==> src/rtl/mem_arb_pkg.sv <==
// Shared types and constants for the byte-serial memory port arbiter.
package mem_arb_pkg;

  typedef enum logic [1:0] {
    IDLE,
    XFER,
    DONE
  } state_t;

  typedef enum logic {
    FETCH,
    DATA
  } port_t;

  typedef logic [7:0] byte_t;

  // Lane 0 is the most significant byte and lives at the base address.
  typedef byte_t [0:3] word_lanes_t;

  localparam int BEATS_PER_WORD = 4;

endpackage

==> src/rtl/mem_port_arbiter_rr_arb2.sv <==
// Two-way round-robin picker: a lone requester always wins, a tie goes to
// whichever port was not served last.
module rr_arb2
  import mem_arb_pkg::*;
(
  input  logic  clk,
  input  logic  rst,
  input  logic  req_fetch_i,
  input  logic  req_data_i,
  input  logic  grant_en_i,
  output port_t grant_o
);

  port_t last_q;

  // Pick the winner from the current requests and the last grant.
  always_comb begin
    grant_o = FETCH;
    if (req_fetch_i && req_data_i) begin
      grant_o = (last_q == FETCH) ? DATA : FETCH;
    end else if (req_data_i) begin
      grant_o = DATA;
    end
  end

  // Remember who was served; reset value makes data win the first tie.
  always_ff @(posedge clk or posedge rst) begin
    if (rst) begin
      last_q <= FETCH;
    end else if (grant_en_i) begin
      last_q <= grant_o;
    end
  end

endmodule

==> src/rtl/mem_port_arbiter.sv <==
// Shares one byte-wide memory port between instruction fetch and data
// accesses, splitting each 32-bit word into four big-endian byte beats.
module mem_port_arbiter
  import mem_arb_pkg::*;
#(
  parameter int ADDR_W      = 32,
  parameter int TIMEOUT_CYC = 255
) (
  input  logic              clk,
  input  logic              rst_b,
  input  logic              i_req,
  input  logic [ADDR_W-1:0] i_addr,
  output logic [31:0]       i_rdata,
  output logic              i_done,
  output logic              i_err,
  input  logic              d_req,
  input  logic              d_we,
  input  logic [ADDR_W-1:0] d_addr,
  input  byte_t             d_wdata [0:3],
  output byte_t             d_rdata [0:3],
  output logic              d_done,
  output logic              d_err,
  output logic              bus_req,
  output logic              bus_we,
  output logic [ADDR_W-1:0] bus_addr,
  output logic [7:0]        bus_wdata,
  input  logic [7:0]        bus_rdata,
  input  logic              bus_ack
);

  localparam int                WAIT_W    = $clog2(TIMEOUT_CYC) + 1;
  localparam logic [WAIT_W-1:0] WAIT_LAST = WAIT_W'(TIMEOUT_CYC - 1);
  localparam logic [1:0]        LAST_BEAT = 2'(BEATS_PER_WORD - 1);

  state_t              state_q, state_d;
  port_t               port_q, port_d;
  logic                we_q, we_d;
  logic                err_q, err_d;
  logic [ADDR_W-1:0]   base_q, base_d;
  logic [1:0]          beat_q, beat_d;
  logic [WAIT_W-1:0]   wait_q, wait_d;
  word_lanes_t         lanes_q, lanes_d;
  word_lanes_t         i_rdata_q, i_rdata_d;
  word_lanes_t         d_rdata_q, d_rdata_d;
  logic                bus_req_q, bus_req_d;
  logic                bus_we_q, bus_we_d;
  logic [ADDR_W-1:0]   bus_addr_q, bus_addr_d;
  logic [7:0]          bus_wdata_q, bus_wdata_d;

  port_t               grant;
  logic                grant_en;
  logic                xfer_end;
  logic [ADDR_W-1:0]   sel_addr;
  logic                sel_we;
  logic [1:0]          next_beat;

  rr_arb2 u_rr_arb2 (
    .clk         (clk),
    .rst         (rst_b),
    .req_fetch_i (i_req),
    .req_data_i  (d_req),
    .grant_en_i  (grant_en),
    .grant_o     (grant)
  );

  // Next-state logic: grant in IDLE, sequence beats in XFER, pulse in DONE.
  always_comb begin
    state_d     = state_q;
    port_d      = port_q;
    we_d        = we_q;
    err_d       = err_q;
    base_d      = base_q;
    beat_d      = beat_q;
    wait_d      = wait_q;
    lanes_d     = lanes_q;
    i_rdata_d   = i_rdata_q;
    d_rdata_d   = d_rdata_q;
    bus_req_d   = bus_req_q;
    bus_we_d    = bus_we_q;
    bus_addr_d  = bus_addr_q;
    bus_wdata_d = bus_wdata_q;
    grant_en    = 1'b0;
    xfer_end    = 1'b0;
    sel_addr    = (grant == DATA) ? d_addr : i_addr;
    sel_we      = (grant == DATA) && d_we;
    next_beat   = beat_q + 2'd1;

    unique case (state_q)
      IDLE: begin
        if (i_req || d_req) begin
          grant_en = 1'b1;
          port_d   = grant;
          if (sel_addr[1:0] != 2'b00) begin
            err_d   = 1'b1;
            state_d = DONE;
          end else begin
            err_d  = 1'b0;
            base_d = sel_addr;
            we_d   = sel_we;
            beat_d = '0;
            wait_d = '0;
            // Reads start from the port's current word so that lanes never
            // reached (timeout) keep their previous value.
            if (sel_we) begin
              lanes_d = {d_wdata[0], d_wdata[1], d_wdata[2], d_wdata[3]};
            end else if (grant == DATA) begin
              lanes_d = d_rdata_q;
            end else begin
              lanes_d = i_rdata_q;
            end
            bus_req_d   = 1'b1;
            bus_we_d    = sel_we;
            bus_addr_d  = sel_addr;
            bus_wdata_d = sel_we ? d_wdata[0] : 8'h00;
            state_d     = XFER;
          end
        end
      end
      XFER: begin
        if (bus_ack) begin
          wait_d = '0;
          if (!we_q) begin
            lanes_d[beat_q] = bus_rdata;
          end
          if (beat_q == LAST_BEAT) begin
            err_d    = 1'b0;
            xfer_end = 1'b1;
            state_d  = DONE;
          end else begin
            beat_d      = next_beat;
            bus_addr_d  = base_q + ADDR_W'(next_beat);
            bus_wdata_d = we_q ? lanes_q[next_beat] : 8'h00;
          end
        end else if (wait_q == WAIT_LAST) begin
          err_d    = 1'b1;
          xfer_end = 1'b1;
          state_d  = DONE;
        end else begin
          wait_d = wait_q + WAIT_W'(1);
        end
      end
      DONE: begin
        state_d = IDLE;
      end
      default: begin
        state_d = IDLE;
      end
    endcase

    if (xfer_end) begin
      bus_req_d   = 1'b0;
      bus_we_d    = 1'b0;
      bus_wdata_d = 8'h00;
      if (!we_q) begin
        if (port_q == DATA) begin
          d_rdata_d = lanes_d;
        end else begin
          i_rdata_d = lanes_d;
        end
      end
    end
  end

  // State and registered bus outputs; reset drops bus_req immediately.
  always_ff @(posedge clk or posedge rst_b) begin
    if (rst_b) begin
      state_q     <= IDLE;
      port_q      <= FETCH;
      we_q        <= 1'b0;
      err_q       <= 1'b0;
      base_q      <= '0;
      beat_q      <= '0;
      wait_q      <= '0;
      lanes_q     <= '0;
      i_rdata_q   <= '0;
      d_rdata_q   <= '0;
      bus_req_q   <= 1'b0;
      bus_we_q    <= 1'b0;
      bus_addr_q  <= '0;
      bus_wdata_q <= '0;
    end else begin
      state_q     <= state_d;
      port_q      <= port_d;
      we_q        <= we_d;
      err_q       <= err_d;
      base_q      <= base_d;
      beat_q      <= beat_d;
      wait_q      <= wait_d;
      lanes_q     <= lanes_d;
      i_rdata_q   <= i_rdata_d;
      d_rdata_q   <= d_rdata_d;
      bus_req_q   <= bus_req_d;
      bus_we_q    <= bus_we_d;
      bus_addr_q  <= bus_addr_d;
      bus_wdata_q <= bus_wdata_d;
    end
  end

  assign i_done    = (state_q == DONE) && (port_q == FETCH);
  assign i_err     = i_done && err_q;
  assign d_done    = (state_q == DONE) && (port_q == DATA);
  assign d_err     = d_done && err_q;
  assign i_rdata   = i_rdata_q;
  assign bus_req   = bus_req_q;
  assign bus_we    = bus_we_q;
  assign bus_addr  = bus_addr_q;
  assign bus_wdata = bus_wdata_q;

  for (genvar k = 0; k < BEATS_PER_WORD; k++) begin : g_d_rdata
    assign d_rdata[k] = d_rdata_q[k];
  end

endmodule
==> config.mk <==
export PLATFORM = sky130hd
export DESIGN_NAME = mem_port_arbiter
export DESIGN_NICKNAME = d
export VERILOG_FILES = /design/src/rtl/mem_arb_pkg.sv /design/src/rtl/mem_port_arbiter_rr_arb2.sv /design/src/rtl/mem_port_arbiter.sv
export SDC_FILE = /design/constraint.sdc
export NUM_CORES = 1
export LEC_CHECK = 0
export ABC_CLOCK_PERIOD_IN_PS = 8000
export CAP_MARGIN = 20
export CORE_UTILIZATION = 25
export DETAILED_ROUTE_END_ITERATION = 6
export SYNTH_ARGS = -nofsm -noshare
export SYNTH_HDL_FRONTEND = slang
export SYNTH_SLANG_ARGS = --single-unit
export TNS_END_PERCENT = 50
==> constraint.sdc <==
create_clock -name clk -period 8 [get_ports clk]
set_input_delay 2.4 -clock clk [delete_from_list [all_inputs] [get_ports clk]]
set_output_delay 2.4 -clock clk [all_outputs]
set_load 0.01 [all_outputs]
==> impl_metrics.py <==
metrics = {
    "job": {
        "maxCapViolCount": 0,
    },
    "finish": {
        "regArea_um2": 4654,
        "fillers": 3883,
        "final_core_util_pct": 34.36,
        "multiInputGateArea_um2": 4642,
        "drive_gt1_share_pct": 6.601,
        "syn_to_final_growth_pct": 34.93,
        "nets": 1318,
    },
    "logic_synthesis": {
        "yosys.cell_types.count": 58,
        "syn_nets": 1134,
        "synth_edf_count": 0,
        "syn_avg_cell_area_um2": 9.450,
        "synth_area_leader_cell": "dfrtp_1",
        "ys_seq_area_share_pct": 48.53,
        "synth_ff_type": "dfrtp_1",
        "ys.warnings.count": 0,
        "netlist_area_um2": 9592,
        "synth_top_area_share_pct": 48.53,
        "async_flop_share_pct": 100.0,
        "synth.area.top_cells": "dfrtp_1, o21ai_0, nand2_1, mux2i_1, a21oi_1",
        "ys_ff_latch": 186,
        "syn_inst": 1015,
    },
    "worst_setup_path": {
        "path_class": "in2reg",
        "crit_chain": "clkdlybuf4s50_1 > a21bo_4 > mux2_2 > nand2_2 > buf_4 > a21oi_1 > a221o_1",
        "slowest_stage": "clkdlybuf4s50_1",
        "end_kind": "register",
        "cp.required_ns": 8.31,
        "worstPathArrival_ns": 5.45,
        "cp-startpoint": "i_req",
        "cpPeakStageDelay_ns": 0.64,
        "cp_max_fo": 54,
        "r2r-start": "beat_q[0]",
        "crit_path_start_kind": "input pin",
    },
    "drt": {
        "vias": 8502,
        "drt-initial-drc-count": 551,
        "wl_per_cell_um": 18.54,
        "first_pass_iters": 7,
        "viasPerCell": 4.932,
        "drc_errors": 0,
        "antenna_left": 0,
        "routed_wl_mm": 31.96,
    },
    "global_routing": {
        "grt_max_degree": 126,
        "grt_usage_pct": 16.24,
        "grt_pass1_wl_mm": 49.05,
        "grt_pass1_vias": 8334,
        "antenna_found_initial": 1,
        "overflow": 0,
    },
    "sta": {
        "finalSetupViolations": 0,
        "worstMarginPinSlew_ns": 1.047,
        "fmax_mhz": 194.6,
        "setup_ws_ns": 2.862,
        "rsz0062_at_grt": "no",
        "final_max_slew_viol_count": 0,
        "relSlewSlack_pct": 30.22,
        "skew_ns": 0.02198,
        "final.setup.tns_ns": 0,
        "whs_ns": 0.4698,
        "min_period_over_period_pct": 64.22,
        "period_minus_slack_ns": 5.138,
        "finalHoldViolCount": 0,
    },
    "floorplan": {
        "num_rows": 71,
        "die_x_um": 197.9,
        "io_pins": 220,
        "die_area_um2": 39150,
        "core_area_um2": 37670,
        "die_h_um": 197.9,
        "start_util_pct": 25.47,
    },
    "clock_tree": {
        "postCtsHoldBufs": 0,
        "cts-root-buf": "clkbuf_16",
        "cts_tree": "built",
        "clkSinkCount": 186,
        "post_cts_buffers": 0,
        "cts_resized": 0,
        "clock_latency_ns": 0.44,
        "numCtsBuffers": 17,
        "path_clk_slew_ns": 0.08,
        "cts.htree.levels": 4,
        "clk_path_buf_depth": 2,
    },
    "placed_design": {
        "post-place-ws_ns": 2.356,
        "dpl.hpwl_mm": 22.97,
        "portBuffers": 219,
        "routabilityCongestion": 0.8423,
    },
    "hold_path": {
        "min_from": "bus_addr[10]",
        "holdCritPathClass": "reg2reg",
    },
    "power_and_ir_drop": {
        "powerDensity_nw_per_um2": 293.0,
        "ir_drop_v": 0.0001472,
        "leakagePower_nw": 5.455,
        "power.total_mw": 3.792,
    },
    "outcome": {
        "status": "finished clean",
    },
}
cells in the mapped netlist (17+ instances only):
cell,count
nand2_1,162
nand3_1,34
nor2_1,48
mux2i_1,51
clkbuf_1,46
dfrtp_1,186
a22oi_1,19
xnor2_1,18
a221o_1,17
o21ai_0,137
a21oi_1,68
layer usage:
metal,share of wire [%],GRT usage (%),up-vias
met3,5.7,3.424,26
met4,1.7,4.680,0
met1,45,21.72,4183
met5,0,0,-
li1,-,-,4017
met2,47,26.32,276
layout by cell type (no fill, tap or decap), types with 3 or more instances in the layout:
cell type          n
nor3b_1            3
o21ai_0          137
mux2_2             8
nor3_1            13
o21ai_1            3
dfrtp_1          186
inv_8              6
ha_1               8
xnor2_1           18
xor2_1             9
nand4_1           12
or4_1              5
or3_1              6
clkbuf_16         17
a31oi_1            9
a22oi_1           19
nor2_1            48
mux4_2             8
a22o_1            16
nand3_1           33
mux2i_1           51
a211oi_1           4
nor2b_1            4
clkdlybuf4s50_1  218
buf_4             13
clkinv_8           3
nand2_1          161
a21oi_1           67
o32ai_1            3
o211ai_1           4
nand3b_1           6
a221o_1           17
inv_6              3
and2_1             8
a21o_1            16
inv_1             14
and3_1            12
and4_1             4
o31ai_1            3
worst max-delay path: cells and delay by family:
family	cells	cell delay (ns)
multiplexers	1	0.44
AO/OA/AOI/OAI	3	0.80
AND/OR/NAND/NOR	1	0.55
buffers and inverters	2	1.20
sequential cells by signal (all words and copies together), names as in the netlist:
name / count
base_q: 32
bus_addr: 32
d_rdata: 32
i_rdata: 32
lanes_q: 32
wait_q: 9
bus_wdata: 8
beat_q: 2
state_q: 2
bus_req: 1
bus_we: 1
err_q: 1
u_rr_arb2.last_q: 1
we_q: 1
logic make-up after synthesis:
group                      count (synthesis)  synth area share, %
and+or+nand+nor                          329                15.90
AOI/OAI and AO/OA                        313                20.11
DFF                                      186                48.53
buffers and inverters                     83                3.457
muxes                                     68                8.283
xor gates and xnor gates                  27                2.465
adders and majority gates                  9                1.252
final cells by class:
cell class | count | share of cell area [%]
multi-input cells | 746 | 35.87
clock inverters | 15 | 1.663
flip-flops and latches | 186 | 35.96
well taps | 511 | 4.940
clock buffers | 17 | 3.287
diodes | 1 | 0.01933
inverters | 15 | 0.4930
repair buffers | 233 | 17.77
path summary, 6_finish.rpt:
check                                to  slack, ns  depth (start not counted)
max reg2reg                bus_addr[30]       4.02                          8
min in group asynchronous   bus_addr[9]       2.59                          2
max                        bus_addr[13]       2.86                          7
min                        bus_addr[10]       0.47                          2
max in group asynchronous    lanes_q[5]       4.00                          3
min reg2reg                bus_addr[10]       0.47                          2
through the flow:
step           std cells  instance area (µm²)
4_1_cts             1723                12940
3_3_place_gp        1690                12280
6_report            1724                12940
5_1_grt             1723                12940
3_5_place_dp        1691                12300
2_1_floorplan       1015                 9592
where the power goes:
| group | switching, mW | total [mW] | internal [mW] |
|---|---|---|---|
| Sequential | 0.298 | 1.51 | 1.21 |
| Combinational | 0.698 | 1.35 | 0.652 |
| Clock | 0.442 | 0.930 | 0.488 |
| Total | 1.44 | 3.79 | 2.35 |
Power figures use the tool's default switching activity.
